**config.mk**
```make
export PLATFORM = sky130hd
export DESIGN_NAME = nibble_demux_1x8_flat
export DESIGN_NICKNAME = d
export VERILOG_FILES = /design/src/rtl/nibble_demux_1x8_if.sv /design/src/rtl/nibble_demux_1x8.sv /design/src/flat_wrapper.sv
export SDC_FILE = /design/constraint.sdc
export NUM_CORES = 1
export LEC_CHECK = 0
export CORE_MARGIN = 1
export CORE_UTILIZATION = 49
export CTS_BUF_LIST = sky130_fd_sc_hd__clkbuf_8 sky130_fd_sc_hd__clkbuf_16
export DETAILED_ROUTE_END_ITERATION = 10
export PLACE_DENSITY = 0.78
export SLEW_MARGIN = 20
export SYNTH_ARGS = -nofsm -noshare
export SYNTH_HDL_FRONTEND = slang
export SYNTH_SLANG_ARGS = --single-unit
```
**constraint.sdc**
```tcl
create_clock -name clk -period 2.49 [get_ports clk]
set_input_delay 0.498 -clock clk [delete_from_list [all_inputs] [get_ports clk]]
set_output_delay 0.498 -clock clk [all_outputs]
set_load 0.005 [all_outputs]
```
**src/rtl/nibble_demux_1x8_if.sv**
```systemverilog
// ---------------------------------------------------------------------------
// nibble_demux_1x8_if
// Bus bundle for the 1-to-8 nibble demultiplexer.
//   Input side : in_valid/in_ready handshake carrying in_data, in_mode,
//                in_sel and the in_flush level.
//   Output side: out_valid/out_ready handshake carrying the assembled
//                out_word, the lane-written out_mask and the out_dup flag.
// Modports:
//   master - producer of nibbles / consumer of words (testbench side)
//   slave  - the demultiplexer itself
// ---------------------------------------------------------------------------
interface nibble_demux_1x8_if #(
    parameter int LANES = 8,
    parameter int NIB_W = 4
);
    localparam int SEL_W = $clog2(LANES);

    logic                   in_valid;
    logic                   in_ready;
    logic [NIB_W-1:0]       in_data;
    logic                   in_mode;
    logic [SEL_W-1:0]       in_sel;
    logic                   in_flush;
    logic                   out_valid;
    logic                   out_ready;
    logic [LANES*NIB_W-1:0] out_word;
    logic [LANES-1:0]       out_mask;
    logic                   out_dup;

    modport master (
        output in_valid, in_data, in_mode, in_sel, in_flush, out_ready,
        input  in_ready, out_valid, out_word, out_mask, out_dup
    );

    modport slave (
        input  in_valid, in_data, in_mode, in_sel, in_flush, out_ready,
        output in_ready, out_valid, out_word, out_mask, out_dup
    );
endinterface

```
**src/rtl/nibble_demux_1x8.sv**
```systemverilog
// ---------------------------------------------------------------------------
// nibble_demux_1x8
// Registered 1-to-8 demultiplexer for 4-bit nibbles. Each accepted nibble is
// written into one of eight lane registers, chosen either by in_sel
// (addressed mode) or by an internal auto-incrementing pointer (sequential
// mode). When all lanes are written, or a flush closes a non-empty word, the
// assembled 32-bit word is offered on the output handshake and held until the
// consumer takes it.
// Ports:
//   clk    - rising-edge clock
//   rst_n  - asynchronous active-low reset
//   bus    - nibble_demux_1x8_if.slave (input beats and output word)
// ---------------------------------------------------------------------------
module nibble_demux_1x8 #(
    parameter int LANES = 8,
    parameter int NIB_W = 4
) (
    input  logic                   clk,
    input  logic                   rst_n,
    nibble_demux_1x8_if.slave      bus
);
    localparam int SEL_W = $clog2(LANES);

    typedef enum logic {
        S_FILL = 1'b0,
        S_HOLD = 1'b1
    } state_t;

    state_t                 r_state;
    state_t                 w_state_nxt;
    logic [LANES*NIB_W-1:0] r_lanes;
    logic [LANES-1:0]       r_mask;
    logic                   r_dup;
    logic [SEL_W-1:0]       r_ptr;

    logic [SEL_W-1:0]       w_lane;
    logic [LANES-1:0]       w_mask_set;
    logic [LANES-1:0]       w_mask_post;
    logic                   w_accept;
    logic                   w_release;
    logic                   w_in_ready;
    logic                   w_out_valid;

    assign w_lane      = bus.in_mode ? r_ptr : bus.in_sel;
    assign w_accept    = bus.in_valid & w_in_ready;
    assign w_release   = (r_state == S_HOLD) & bus.out_ready;
    assign w_mask_post = r_mask | w_mask_set;

    always_comb begin
        w_mask_set = '0;
        if (w_accept) begin
            w_mask_set[w_lane] = 1'b1;
        end
    end

    // State register
    always_ff @(posedge clk or negedge rst_n) begin
        if (!rst_n) begin
            r_state <= S_FILL;
        end else begin
            r_state <= w_state_nxt;
        end
    end

    // Next-state logic: the completion test uses the mask including the beat
    // accepted this cycle, so a flush alongside a beat still closes the word.
    always_comb begin
        w_state_nxt = r_state;
        case (r_state)
            S_FILL: begin
                if ((&w_mask_post) || (bus.in_flush && (|w_mask_post))) begin
                    w_state_nxt = S_HOLD;
                end
            end
            S_HOLD: begin
                if (bus.out_ready) begin
                    w_state_nxt = S_FILL;
                end
            end
            default: w_state_nxt = S_FILL;
        endcase
    end

    // Output decode: in_ready is forced low while reset is asserted even
    // though the state already sits in FILL.
    always_comb begin
        w_in_ready  = 1'b0;
        w_out_valid = 1'b0;
        case (r_state)
            S_FILL:  w_in_ready  = rst_n;
            S_HOLD:  w_out_valid = 1'b1;
            default: ;
        endcase
    end

    // Lane, mask, duplicate flag and pointer. Accept only happens in FILL, so
    // the word is frozen for the whole of HOLD.
    always_ff @(posedge clk or negedge rst_n) begin
        if (!rst_n) begin
            r_lanes <= '0;
            r_mask  <= '0;
            r_dup   <= 1'b0;
            r_ptr   <= '0;
        end else if (w_release) begin
            r_lanes <= '0;
            r_mask  <= '0;
            r_dup   <= 1'b0;
            r_ptr   <= '0;
        end else if (w_accept) begin
            r_lanes[w_lane*NIB_W +: NIB_W] <= bus.in_data;
            r_mask                         <= w_mask_post;
            r_dup                          <= r_dup | r_mask[w_lane];
            r_ptr                          <= w_lane + 1'b1;
        end
    end

    assign bus.in_ready  = w_in_ready;
    assign bus.out_valid = w_out_valid;
    assign bus.out_word  = r_lanes;
    assign bus.out_mask  = r_mask;
    assign bus.out_dup   = r_dup;

endmodule

```
**src/flat_wrapper.sv**
```systemverilog
// flat-port wrapper written by rule: the top's interface ports become plain ports
module nibble_demux_1x8_flat 
#(
    parameter int LANES = 8,
    parameter int NIB_W = 4
)
  (clk, rst_n, bus_in_valid, bus_in_data, bus_in_mode, bus_in_sel, bus_in_flush, bus_out_ready, bus_in_ready, bus_out_valid, bus_out_word, bus_out_mask, bus_out_dup);
  nibble_demux_1x8_if #(.LANES(LANES), .NIB_W(NIB_W)) bus_i ();
  input  logic clk;
  input  logic rst_n;
  input wire logic [$bits(bus_i.in_valid)-1:0] bus_in_valid;
  input wire logic [$bits(bus_i.in_data)-1:0] bus_in_data;
  input wire logic [$bits(bus_i.in_mode)-1:0] bus_in_mode;
  input wire logic [$bits(bus_i.in_sel)-1:0] bus_in_sel;
  input wire logic [$bits(bus_i.in_flush)-1:0] bus_in_flush;
  input wire logic [$bits(bus_i.out_ready)-1:0] bus_out_ready;
  output wire logic [$bits(bus_i.in_ready)-1:0] bus_in_ready;
  output wire logic [$bits(bus_i.out_valid)-1:0] bus_out_valid;
  output wire logic [$bits(bus_i.out_word)-1:0] bus_out_word;
  output wire logic [$bits(bus_i.out_mask)-1:0] bus_out_mask;
  output wire logic [$bits(bus_i.out_dup)-1:0] bus_out_dup;
  assign bus_i.in_valid = bus_in_valid;
  assign bus_i.in_data = bus_in_data;
  assign bus_i.in_mode = bus_in_mode;
  assign bus_i.in_sel = bus_in_sel;
  assign bus_i.in_flush = bus_in_flush;
  assign bus_i.out_ready = bus_out_ready;
  assign bus_in_ready = bus_i.in_ready;
  assign bus_out_valid = bus_i.out_valid;
  assign bus_out_word = bus_i.out_word;
  assign bus_out_mask = bus_i.out_mask;
  assign bus_out_dup = bus_i.out_dup;
  nibble_demux_1x8 #(.LANES(LANES), .NIB_W(NIB_W)) u_core (.clk(clk), .rst_n(rst_n), .bus(bus_i));
endmodule
```
==> results of run 1 <==
==> cell families after synthesis <==
group           after synthesis  synth area share [%]
compound gates               41                  12.1
buf+inv                      17                  3.58
xor+xnor                      1                 0.375
mux                          26                  12.9
fa+ha+maj                     4                  2.14
flops                        45                  48.2
simple gates                 91                  20.7
==> area by class of cell <==
| cell class | instances | area [um^2] |
|---|---|---|
| multi-input combinational | 163 | 1160 |
| fill | 319 | 1150 |
| sequential | 45 | 1130 |
| timing repair buffer | 91 | 828 |
| clock buffer | 5 | 68.8 |
| tap | 52 | 65.1 |
| clock inverter | 3 | 46.3 |
| inverter | 8 | 30.0 |
==> layer usage <==
metal | routed length (um) | up-vias | share of wire, % | GRT usage [%]
met3 | 403 | 4 | 6.5 | 3.42
met4 | 55 | 0 | 0.89 | 7.33
met1 | 2690 | 1001 | 44 | 36.0
met2 | 3020 | 71 | 49 | 39.4
met5 | 0 | - | 0 | 0
li1 | - | 986 | - | -
==> repair_timing <==
| item | CTS | global route |
|---|---|---|
| hold buffers | 0 | 0 |
| resized for setup | 0 | 7 |
| buffers inserted | 0 | 1 |
| endpoints found under the setup margin | 0 | 18 |
==> worst max-delay path: cells and delay by family <==
family	cells	cell delay [ps]
adders and majority gates	1	300
AOI/OAI and AO/OA	1	310
buffers and inverters	4	760
and+or+nand+nor	1	310
muxes	2	440
==> state kept, by name (all words and copies together), names as in the netlist <==
register	count
u_core.r_state	1
u_core.bus.out_word	32
u_core.bus.out_mask	8
u_core.r_ptr	3
u_core.bus.out_dup	1
==> worst max-delay path by stage <==
stage	start	end	slack, ps	cells past startpoint
2_1_floorplan	bus_in_mode	u_core.bus.out_word[3]	180	9
3_3_place_gp	bus_in_mode	u_core.bus.out_word[17]	-230	9
3_5_place_dp	bus_in_mode	u_core.bus.out_word[4]	-250	10
4_1_cts	bus_in_mode	u_core.bus.out_word[17]	40	9
5_1_grt	bus_in_mode	u_core.bus.out_word[10]	-30	9
6_report	bus_in_mode	u_core.bus.out_word[10]	40	9
==> synthesized netlist by cell type (2+ instances only) <==
cell	number	area share, %
a21oi_1	12	2.6
a31oi_1	2	0.53
and2_1	2	0.53
and3b_1	3	1.1
and4b_1	2	0.86
buf_6	2	0.96
clkbuf_1	5	0.80
dfrtp_1	45	48
ha_1	4	2.1
inv_1	5	0.80
inv_2	3	0.48
mux2_2	3	1.4
mux2i_1	20	8.6
mux2i_4	2	1.9
nand2_1	30	4.8
nand3_1	14	3.0
nand4_1	2	0.53
nor2_1	19	3.0
nor2b_1	2	0.53
nor3_1	2	0.43
nor3b_1	3	0.96
o2111ai_1	3	1.1
o21ai_0	14	3.0
or3_1	3	0.80
or4_1	2	0.64
==> power by group through the flow <==
| stage | clock, mW | combinational [mW] | sequential [mW] |
|---|---|---|---|
| final | 0.553 | 1.24 | 1.02 |
| after global routing | 0.587 | 1.33 | 1.04 |
| after CTS | 0.562 | 1.19 | 1.01 |
| after detailed placement | 0 | 1.18 | 1.03 |
| after global placement | 0 | 1.15 | 1.03 |
| after floorplan | 0 | 0.590 | 0.990 |
==> results by group, run 1 <==
Critical path
  • Crit path largest cell delay: 390 ps
  • Reg-to-Reg End: u_core.bus.out_word[10]
  • R2R Setup Slk: 430 ps
  • Data arrival time of the worst path: 2630 ps
  • Depth of the worst register-to-register path: 7
  • Slowest library cell on the worst path: clkdlybuf4s50_1
  • Top cell by count, worst path: buf_4
  • CP Launch Type: input pin
  • Critical path fanouts, max: 6
  • Critical path required time: 2670 ps
  • Endpoint class of the critical path: flop
  • Critical path type: input pin to flop
  • R2R Path Start: u_core.r_ptr[2]
  • Critical-path cell list: clkdlybuf4s50_1 -> buf_4 -> mux2_2 -> inv_2 -> buf_4 -> ha_1 -> a2111oi_4 -> nand3_1 -> mux2i_1

Synth
  • Cells after synthesis: 225
  • Syn Area/Cell: 10.4 um^2
  • Mapped Nets: 242
  • Number of synthesized flops with an enable pin: 0
  • Flop and latch count out of synthesis: 45
  • Yosys warnings: 0
  • Synth Cell Area: 2340 um^2
  • Post-synth top flop: dfrtp_1
  • Sequential fraction of the synthesis area: 48.2%
  • Distinct cell type count after synthesis: 46
  • Post-synth ARST share: 100%

STA
  • Worst hold slack: 250 ps
  • Fin Setup TNS: 0 ps
  • Min Tclk post-route: 2450 ps
  • Finish-stage setup viols: 0
  • Final Hold Violating Endpoints: 0
  • Final cycle utilization of the critical path: 98.2%
  • RSZ-0062 raised after global routing: yes
  • Worst Slack Setup Final: 44.0 ps
  • Final Max Slew Viols: 0
  • Final Skew: 12.8 ps
  • Worst slew margin relative to its limit: 73.0%
  • Fmax: 409 MHz
  • Tightest Pin Transition: 405 ps

Placement
  • Post-DP HPWL: 4420 um
  • Placed insts: 358
  • Port buffer count: 55
  • Pre-CTS setup slack: -252 ps
  • Routability cong.: 0.918
  • Placed Area: 3170 um^2

Cells and area
  • Fraction of layout cells with a size suffix above 1: 20.6%
  • Finished Layout Cells: 367
  • Commonest non-fill, non-tap cell in the layout: clkdlybuf4s50_1
  • Post-layout util: 74.2%
  • Most frequent cells in the layout: clkdlybuf4s50_1, dfrtp_1, buf_4, nand2_1, mux2i_1
  • Area Overhead vs Synth: 42.1%
  • Final #Nets: 331
  • Fin area: 3320 um^2
  • Antenna diodes: 0

Clocking
  • Root buf cell: clkbuf_8
  • Inserted Clock Buffers: 5
  • Clk_lat worst skew: 300 ps
  • Worst-path clk slew: 100 ps
  • Sink Count: 45
  • CTS tree: yes
  • Clock Path Buffers: 2
  • H-tree depth: 2

Routing
  • Avg Vias per Cell: 5.62
  • Pre-antenna DRT Iters: 7
  • Via count: 2062
  • DRT Wirelength: 6170 um
  • DRC: 2
  • Antenna viol nets, final: 0
  • Starting DRC count in detailed routing: 106
  • WL/cell: 16.8 um

Power
  • Internal: 1.82 mW
  • Switch Pwr: 980 uW
  • Total power: 2.81 mW
  • Register share of total power: 36.2%
  • Sw frac: 34.9%
  • Clock share of power: 19.7%
  • Power Density: 844 nW/um^2
  • Comb power frac: 44.0%
  • Leak pwr: 1.55 nW
  • Worst VDD drop: 0.574 mV

Die
  • Cell Rows: 24
  • Core Region: 4470 um^2
  • Initial Util: 52.3%
  • Die height: 71.1 um
  • I/O pin count: 56
  • Die Span X: 71.1 um
  • Die area: 5050 um^2

Status
  • Failing checks: design-rule violations
  • Status: complete, but fails checks

Global routing
  • Largest net degree at the start of global routing: 25
  • Gr ovfl total: 0
  • Total global-route track usage: 24.9%
  • Initial antenna violation count: 0
  • Global-route wire length before repair: 9650 um
  • Vias in the first global route: 1943

Worst hold path
  • HP Class: input pin to async pin

Run
  • Max cap viols: 0
Note: power is estimated with default switching activity, not from simulation.
==> inputs of run 2 (changes only) <==
- ABC_AREA: unset -> 1
- HOLD_SLACK_MARGIN: unset -> 0.03
==> run 2 against run 1 <==
Effect of this change: first-iteration DRC count up 99%; cell count up 12%; maximum frequency up 5.8%; die area up 0.32%; setup slack better by 130 ps; register-to-register slack better by 130 ps; flip-flop and latch count unchanged; worst hold slack better by 150 ps; sequential power down 10%; the flow still finishes with violations (design-rule violations); largest power group unchanged.
==> results by group, run 2 <==
Cells and area
  • Most frequent cells in the layout: nand2_1, clkdlybuf4s50_1, dfrtp_1, inv_1, nor2_1 (was clkdlybuf4s50_1, dfrtp_1, buf_4, nand2_1, mux2i_1)
  • Finished Layout Cells: 410 (was 367)
  • Final #Nets: 374 (was 331)
  • Max reg flops: 32 (unchanged)
  • Post-layout util: 70.8% (was 74.2%)
  • Commonest non-fill, non-tap cell in the layout: nand2_1 (was clkdlybuf4s50_1)
  • Fin area: 3170 um^2 (was 3320 um^2)
  • Area Overhead vs Synth: 35.1% (was 42.1%)
  • Fraction of layout cells with a size suffix above 1: 16.5% (was 20.6%)
  • Antenna diodes: 0 (unchanged)

Synth
  • Synth Cell Area: 2350 um^2 (was 2340 um^2)
  • Cell with the most instances after synthesis: nand2_1 (was dfrtp_1)
  • Sequential fraction of the synthesis area: 48.0% (was 48.2%)
  • Cells after synthesis: 278 (was 225)
  • Top post-synthesis cells by count: nand2_1, dfrtp_1, inv_1 (was dfrtp_1, nand2_1, mux2i_1)
  • Distinct cell type count after synthesis: 33 (was 46)
  • Synth area leader: dfrtp_1 (unchanged)
  • Post-synth top flop: dfrtp_1 (unchanged)
  • Flop and latch count out of synthesis: 45 (unchanged)
  • Post-synth ARST share: 100% (unchanged)
  • Mapped Nets: 295 (was 242)
  • Top-area cell type share of the netlist area: 48.0% (was 48.2%)
  • Synth top area cells: dfrtp_1, nand2_1, inv_1 (was dfrtp_1, mux2i_1, nand2_1)
  • Number of synthesized flops with an enable pin: 0 (unchanged)
  • Yosys warnings: 0 (unchanged)
  • Syn Area/Cell: 8.44 um^2 (was 10.4 um^2)

Critical path
  • Critical path fanouts, max: 5 (was 6)
  • Critical path type: input pin to flop (unchanged)
  • R2R Setup Slk: 560 ps (was 430 ps)
  • Endpoint class of the critical path: flop (unchanged)
  • Data arrival time of the worst path: 2490 ps (was 2630 ps)
  • Depth of the worst register-to-register path: 11 (was 7)
  • CP Launch Type: input pin (unchanged)
  • Reg-to-Reg End: u_core.bus.out_word[14] (was u_core.bus.out_word[10])
  • Critical path required time: 2670 ps (about the same)
  • R2R Path Start: u_core.r_ptr[0] (was u_core.r_ptr[2])

STA
  • Fin Setup TNS: 0 ps (unchanged)
  • Final Hold Violating Endpoints: 0 (unchanged)
  • Final Max Slew Viols: 0 (unchanged)
  • Worst slew margin relative to its limit: 63.1% (was 73.0%)
  • Final cycle utilization of the critical path: 92.8% (was 98.2%)
  • Finish-stage setup viols: 0 (unchanged)
  • Fmax: 433 MHz (was 409 MHz)
  • RSZ-0062 raised after global routing: no (was yes)
  • Worst hold slack: 404 ps (was 250 ps)
  • Tightest Pin Transition: 554 ps (was 405 ps)
  • Final Skew: 5.87 ps (was 12.8 ps)
  • Min Tclk post-route: 2310 ps (was 2450 ps)
  • Worst Slack Setup Final: 178 ps (was 44.0 ps)

Die
  • Cell Rows: 24 (unchanged)
  • Die Span X: 71.2 um (was 71.1 um)
  • Core Region: 4470 um^2 (unchanged)
  • Die height: 71.2 um (was 71.1 um)
  • Die area: 5070 um^2 (was 5050 um^2)
  • Initial Util: 52.4% (was 52.3%)
  • I/O pin count: 56 (unchanged)

Power
  • Leak pwr: 1.55 nW (about the same)
  • Power Density: 756 nW/um^2 (was 844 nW/um^2)
  • Worst VDD drop: 0.411 mV (was 0.574 mV)
  • Total power: 2.40 mW (was 2.81 mW)

Global routing
  • Initial antenna violation count: 0 (unchanged)
  • Global-route wire length before repair: 9470 um (was 9650 um)
  • Vias in the first global route: 2047 (was 1943)
  • Gr ovfl total: 0 (unchanged)
  • Largest net degree at the start of global routing: 46 (was 25)
  • Total global-route track usage: 24.3% (was 24.9%)

Routing
  • Pre-antenna DRT Iters: 8 (was 7)
  • WL/cell: 13.7 um (was 16.8 um)
  • Avg Vias per Cell: 5.22 (was 5.62)
  • Via count: 2141 (was 2062)
  • Antenna viol nets, final: 0 (unchanged)
  • Starting DRC count in detailed routing: 211 (was 106)
  • DRT Wirelength: 5620 um (was 6170 um)
  • DRC: 6 (was 2)

Placement
  • Routability cong.: 0.845 (was 0.918)
  • Port buffer count: 55 (unchanged)
  • Pre-CTS setup slack: -125 ps (was -252 ps)
  • Post-DP HPWL: 4320 um (was 4420 um)
  • Placed insts: 402 (was 358)
  • Placed Area: 3090 um^2 (was 3170 um^2)

Worst hold path
  • HP Class: input pin to async pin (unchanged)

Clocking
  • H-tree depth: 2 (unchanged)
  • Setup bufs post-CTS: 0 (unchanged)
  • Post-cts sizing count: 0 (unchanged)
  • Root buf cell: clkbuf_8 (unchanged)
  • Inserted Clock Buffers: 5 (unchanged)
  • Worst-path clk slew: 80 ps (was 100 ps)
  • Clock Path Buffers: 2 (unchanged)
  • Sink Count: 45 (unchanged)
  • Clk_lat worst skew: 300 ps (about the same)
  • CTS tree: yes (unchanged)
  • # hold bufs at CTS: 0 (unchanged)

Run
  • Max cap viols: 0 (unchanged)

Status
  • Failing checks: design-rule violations (unchanged)
  • Status: complete, but fails checks (unchanged)
[run 2: cell types whose count changed in the layout (fill, tap and decap cells not counted), sizes merged, moves of 8 or more]
cell,change
nand2,+46
inv,+30
mux2i,-22
nor2,+16
buf,-15
o21ai,+15
a22o,+8
[run 2: worst max path at each step]
stage / start / cells after the start / slack, ps / to
2_1_floorplan: bus_in_mode / 10 / 510 / u_core.bus.out_word[1]
3_3_place_gp: bus_in_mode / 14 / -70 / u_core.bus.out_word[17]
3_5_place_dp: bus_in_mode / 11 / -130 / u_core.bus.out_word[8]
4_1_cts: bus_in_mode / 10 / 180 / u_core.bus.out_word[2]
5_1_grt: bus_in_mode / 11 / 6 / u_core.bus.out_word[31]
6_report: bus_in_mode / 12 / 180 / u_core.bus.out_word[14]
[run 2: power by group]
part / leakage (nW) / internal [mW] / switching [mW]
Sequential: 0.618 / 0.840 / 0.0754
Clock: 0.0491 / 0.191 / 0.241
Combinational: 0.884 / 0.468 / 0.581
[run 2: routing by layer]
metal / vias to the layer above / share of wire [%] / GRT usage, % / wire length (um)
li1: 1064 / - / - / -
met3: 13 / 6.2 / 5.13 / 350
met2: 76 / 46 / 38.0 / 2580
met4: 0 / 2.2 / 10.4 / 121
met5: - / 0 / 0 / 0
met1: 988 / 46 / 32.8 / 2570
[run 2: cells by family after synthesis]
| kind of cell | count (synthesis) | share of synthesized area (%) |
|---|---|---|
| DFF | 45 | 48.0 |
| and+or+nand+nor | 133 | 27.9 |
| adders and majority gates | 4 | 2.13 |
| buffers and inverters | 41 | 7.09 |
| AOI/OAI and AO/OA | 55 | 14.8 |
[run 2: cell type report]
class	count	area, um^2
timing repair buffer	76	703
tap	52	65.1
inverter	37	139
clock buffer	5	68.8
multi-input combinational	192	1050
fill	347	1310
clock inverter	3	13.8
sequential	45	1130
[run 2: worst max-delay path, cell delays in order]
cell and delay (ps):
clkdlybuf4s50_1 560, inv_2 60, nand2_1 100, nand2_4 50
ha_1 200, ha_1 350, buf_4 180, nand3_1 150
nand2_1 70, inv_1 130, nand2_1 70, o41ai_1 70
==> inputs of run 3 (changes only) <==
- CAP_MARGIN: unset -> 5
- CTS_CLUSTER_DIAMETER: unset -> 200
- REMOVE_ABC_BUFFERS: unset -> 1
==> run 3 against run 2 <==
Effect of this change: the flow still finishes with violations (design-rule violations); flip-flop and latch count unchanged; register-to-register slack improved by 20 ps; global-route usage is 0.20 points higher; routed wire length is 1.0% higher; highest routed layer unchanged.
==> results by group, run 3 (synthesis gave the netlist of run 2 again) <==
Status
  • Failing checks: design-rule violations (unchanged)
  • Status: complete, but fails checks (unchanged)

Placement
  • Post-DP HPWL: 4360 um (was 4320 um)
  • Routability cong.: 0.846 (was 0.845)
  • Port buffer count: 55 (unchanged)
  • Placed Area: 3090 um^2 (about the same)

Routing
  • Antenna viol nets, final: 0 (unchanged)
  • DRC: 4 (was 6)
  • Via count: 2149 (was 2141)
  • Pre-antenna DRT Iters: 8 (unchanged)
  • DRT Wirelength: 5670 um (was 5620 um)
  • Starting DRC count in detailed routing: 119 (was 211)
  • WL/cell: 13.8 um (was 13.7 um)
  • Avg Vias per Cell: 5.23 (was 5.22)

Critical path
  • Critical-path cell list: clkdlybuf4s50_1 -> inv_2 -> nand2_1 -> nand2_4 -> ha_1 -> ha_1 -> buf_4 -> nor3_4 -> o21ai_2 -> a22o_1 (was clkdlybuf4s50_1 -> inv_2 -> nand2_1 -> nand2_4 -> ha_1 -> ha_1 -> buf_4 -> nand3_1 -> nand2_1 -> inv_1 -> nand2_1 -> o41ai_1)
  • Critical path fanouts, max: 6 (was 5)
  • Top cell by count, worst path: ha_1 (was nand2_1)
  • Data arrival time of the worst path: 2510 ps (was 2490 ps)
  • Crit path largest cell delay: 560 ps (about the same)
  • Slowest library cell on the worst path: clkdlybuf4s50_1 (unchanged)
  • CP Launch Type: input pin (unchanged)
  • Buf/Inv on CP: 3 (was 4)
  • Endpoint class of the critical path: flop (unchanged)
  • CP top delay family: buffers and inverters (unchanged)
  • Critical path type: input pin to flop (unchanged)
  • Critical path required time: 2680 ps (was 2670 ps)

Clocking
  • Inserted Clock Buffers: 5 (unchanged)
  • Clock Path Buffers: 2 (unchanged)
  • Setup bufs post-CTS: 0 (unchanged)
  • Clk_lat worst skew: 300 ps (about the same)
  • Sink Count: 45 (unchanged)
  • Root buf cell: clkbuf_8 (unchanged)
  • CTS tree: yes (unchanged)
  • H-tree depth: 2 (unchanged)
  • # hold bufs at CTS: 0 (unchanged)
  • Post-cts sizing count: 0 (unchanged)
  • Worst-path clk slew: 90 ps (was 80 ps)

Die
  • I/O pin count: 56 (unchanged)
  • Core Region: 4470 um^2 (unchanged)
  • Die height: 71.2 um (unchanged)
  • Die area: 5070 um^2 (unchanged)
  • Initial Util: 52.4% (unchanged)
  • Cell Rows: 24 (unchanged)
  • Die Span X: 71.2 um (unchanged)

Cells and area
  • Final #Nets: 375 (was 374)
  • Register area: 1130 um^2 (unchanged)
  • Commonest non-fill, non-tap cell in the layout: nand2_1 (unchanged)
  • Antenna diodes: 0 (unchanged)
  • Area of the multi-input gates: 1050 um^2 (unchanged)
  • Fill cells: 373 (was 347)
  • Max reg flops: 32 (unchanged)
  • Area Overhead vs Synth: 37.6% (was 35.1%)
  • Most frequent cells in the layout: nand2_1, clkdlybuf4s50_1, dfrtp_1, inv_1, nor2_1 (unchanged)
  • Fin area: 3230 um^2 (was 3170 um^2)
  • Fraction of layout cells with a size suffix above 1: 17.0% (was 16.5%)

STA
  • Fmax: 432 MHz (was 433 MHz)
  • Finish-stage setup viols: 0 (unchanged)
  • Final Max Slew Viols: 0 (unchanged)
  • RSZ-0062 raised after global routing: no (unchanged)
  • Tightest Pin Transition: 555 ps (was 554 ps)
  • Final Hold Violating Endpoints: 0 (unchanged)
  • Worst hold slack: 405 ps (was 404 ps)
  • Worst slew margin relative to its limit: 63.0% (was 63.1%)
  • Final cycle utilization of the critical path: 93.0% (was 92.8%)
  • Final Skew: 9.44 ps (was 5.87 ps)
  • Min Tclk post-route: 2320 ps (was 2310 ps)

Power
  • Power Density: 804 nW/um^2 (was 756 nW/um^2)
  • Leak pwr: 1.57 nW (was 1.55 nW)
  • Worst VDD drop: 0.479 mV (was 0.411 mV)

Global routing
  • Vias in the first global route: 2065 (was 2047)
  • Total global-route track usage: 24.5% (was 24.3%)
  • Gr ovfl total: 0 (unchanged)
  • Largest net degree at the start of global routing: 46 (unchanged)
  • Global-route wire length before repair: 9560 um (was 9470 um)
  • Initial antenna violation count: 0 (unchanged)

Run
  • Max cap viols: 0 (unchanged)

Worst hold path
  • HP Class: input pin to async pin (unchanged)
==> run 3: cell types whose count changed in the layout (fill, tap and decap cells not counted), sizes merged <==
cell    previous run  this run
buf               22        23
bufinv             0         2
clkinv             2         1
inv               38        37
==> run 3: worst paths after layout <==
kind	startpoint	end	slack, ps	depth (start not counted)
worst max-delay path	bus_in_mode	u_core.bus.out_word[26]	170	10
worst min-delay path	rst_n	u_core.bus.out_word[15]	410	2
worst max register to register	u_core.r_ptr[0]	u_core.bus.out_word[26]	580	9
worst min register to register	u_core.bus.out_word[5]	u_core.bus.out_word[5]	490	2
max in group asynchronous	rst_n	u_core.bus.out_word[26]	1710	2
min in group clk	u_core.bus.out_word[5]	u_core.bus.out_word[5]	490	2
==> run 3: routing by layer <==
metal  wire length [um]  track usage, %  vias to the layer above
met5                  0               0                        -
met4                 95            9.56                        0
met3                285            3.56                       12
met2               2760            42.0                       64
met1               2530            31.3                     1009
li1                   -               -                     1064
==> run 3: final cells by class <==
type / instances / area share [%]
timing repair buffer: 77 / 22.0
multi-input combinational: 192 / 32.6
clock inverter: 3 / 2.02
inverter: 37 / 4.30
tap: 52 / 2.02
sequential: 45 / 34.9
clock buffer: 5 / 2.13
==> run 3: report_power, final <==
part	leakage, nW	total, mW	internal [mW]	switching (mW)
sequential	0.618	0.918	0.840	0.0774
clock	0.0681	0.656	0.399	0.257
combinational	0.889	1.02	0.449	0.572
==> run 3: metrics by stage <==
| stage | std cells | setup TNS, ps | total power, mW | setup slack (ps) | util [%] |
|---|---|---|---|---|---|
| after floorplan | 274 | 0 | 1.48 | 501 | - |
| final | 411 | 0 | 2.59 | 175 | 72.1 |
| after detailed placement | 403 | -2560 | 1.95 | -137 | 69.2 |
| after global routing | 411 | 0 | 2.75 | 35.6 | 72.1 |
| after global placement | 403 | -1250 | 1.93 | -91.5 | 69.2 |
| after CTS | 411 | 0 | 2.60 | 170 | 72.1 |
==> run 3: worst reg2reg max path: cells and delay by family (launching register included) <==
kind	cells	cell delay [ps]
adder cells (fa/ha/maj)	2	520
buffers and inverters	2	240
AND/OR/NAND/NOR	3	390
AO/OA/AOI/OAI	2	310
flip-flops	1	360
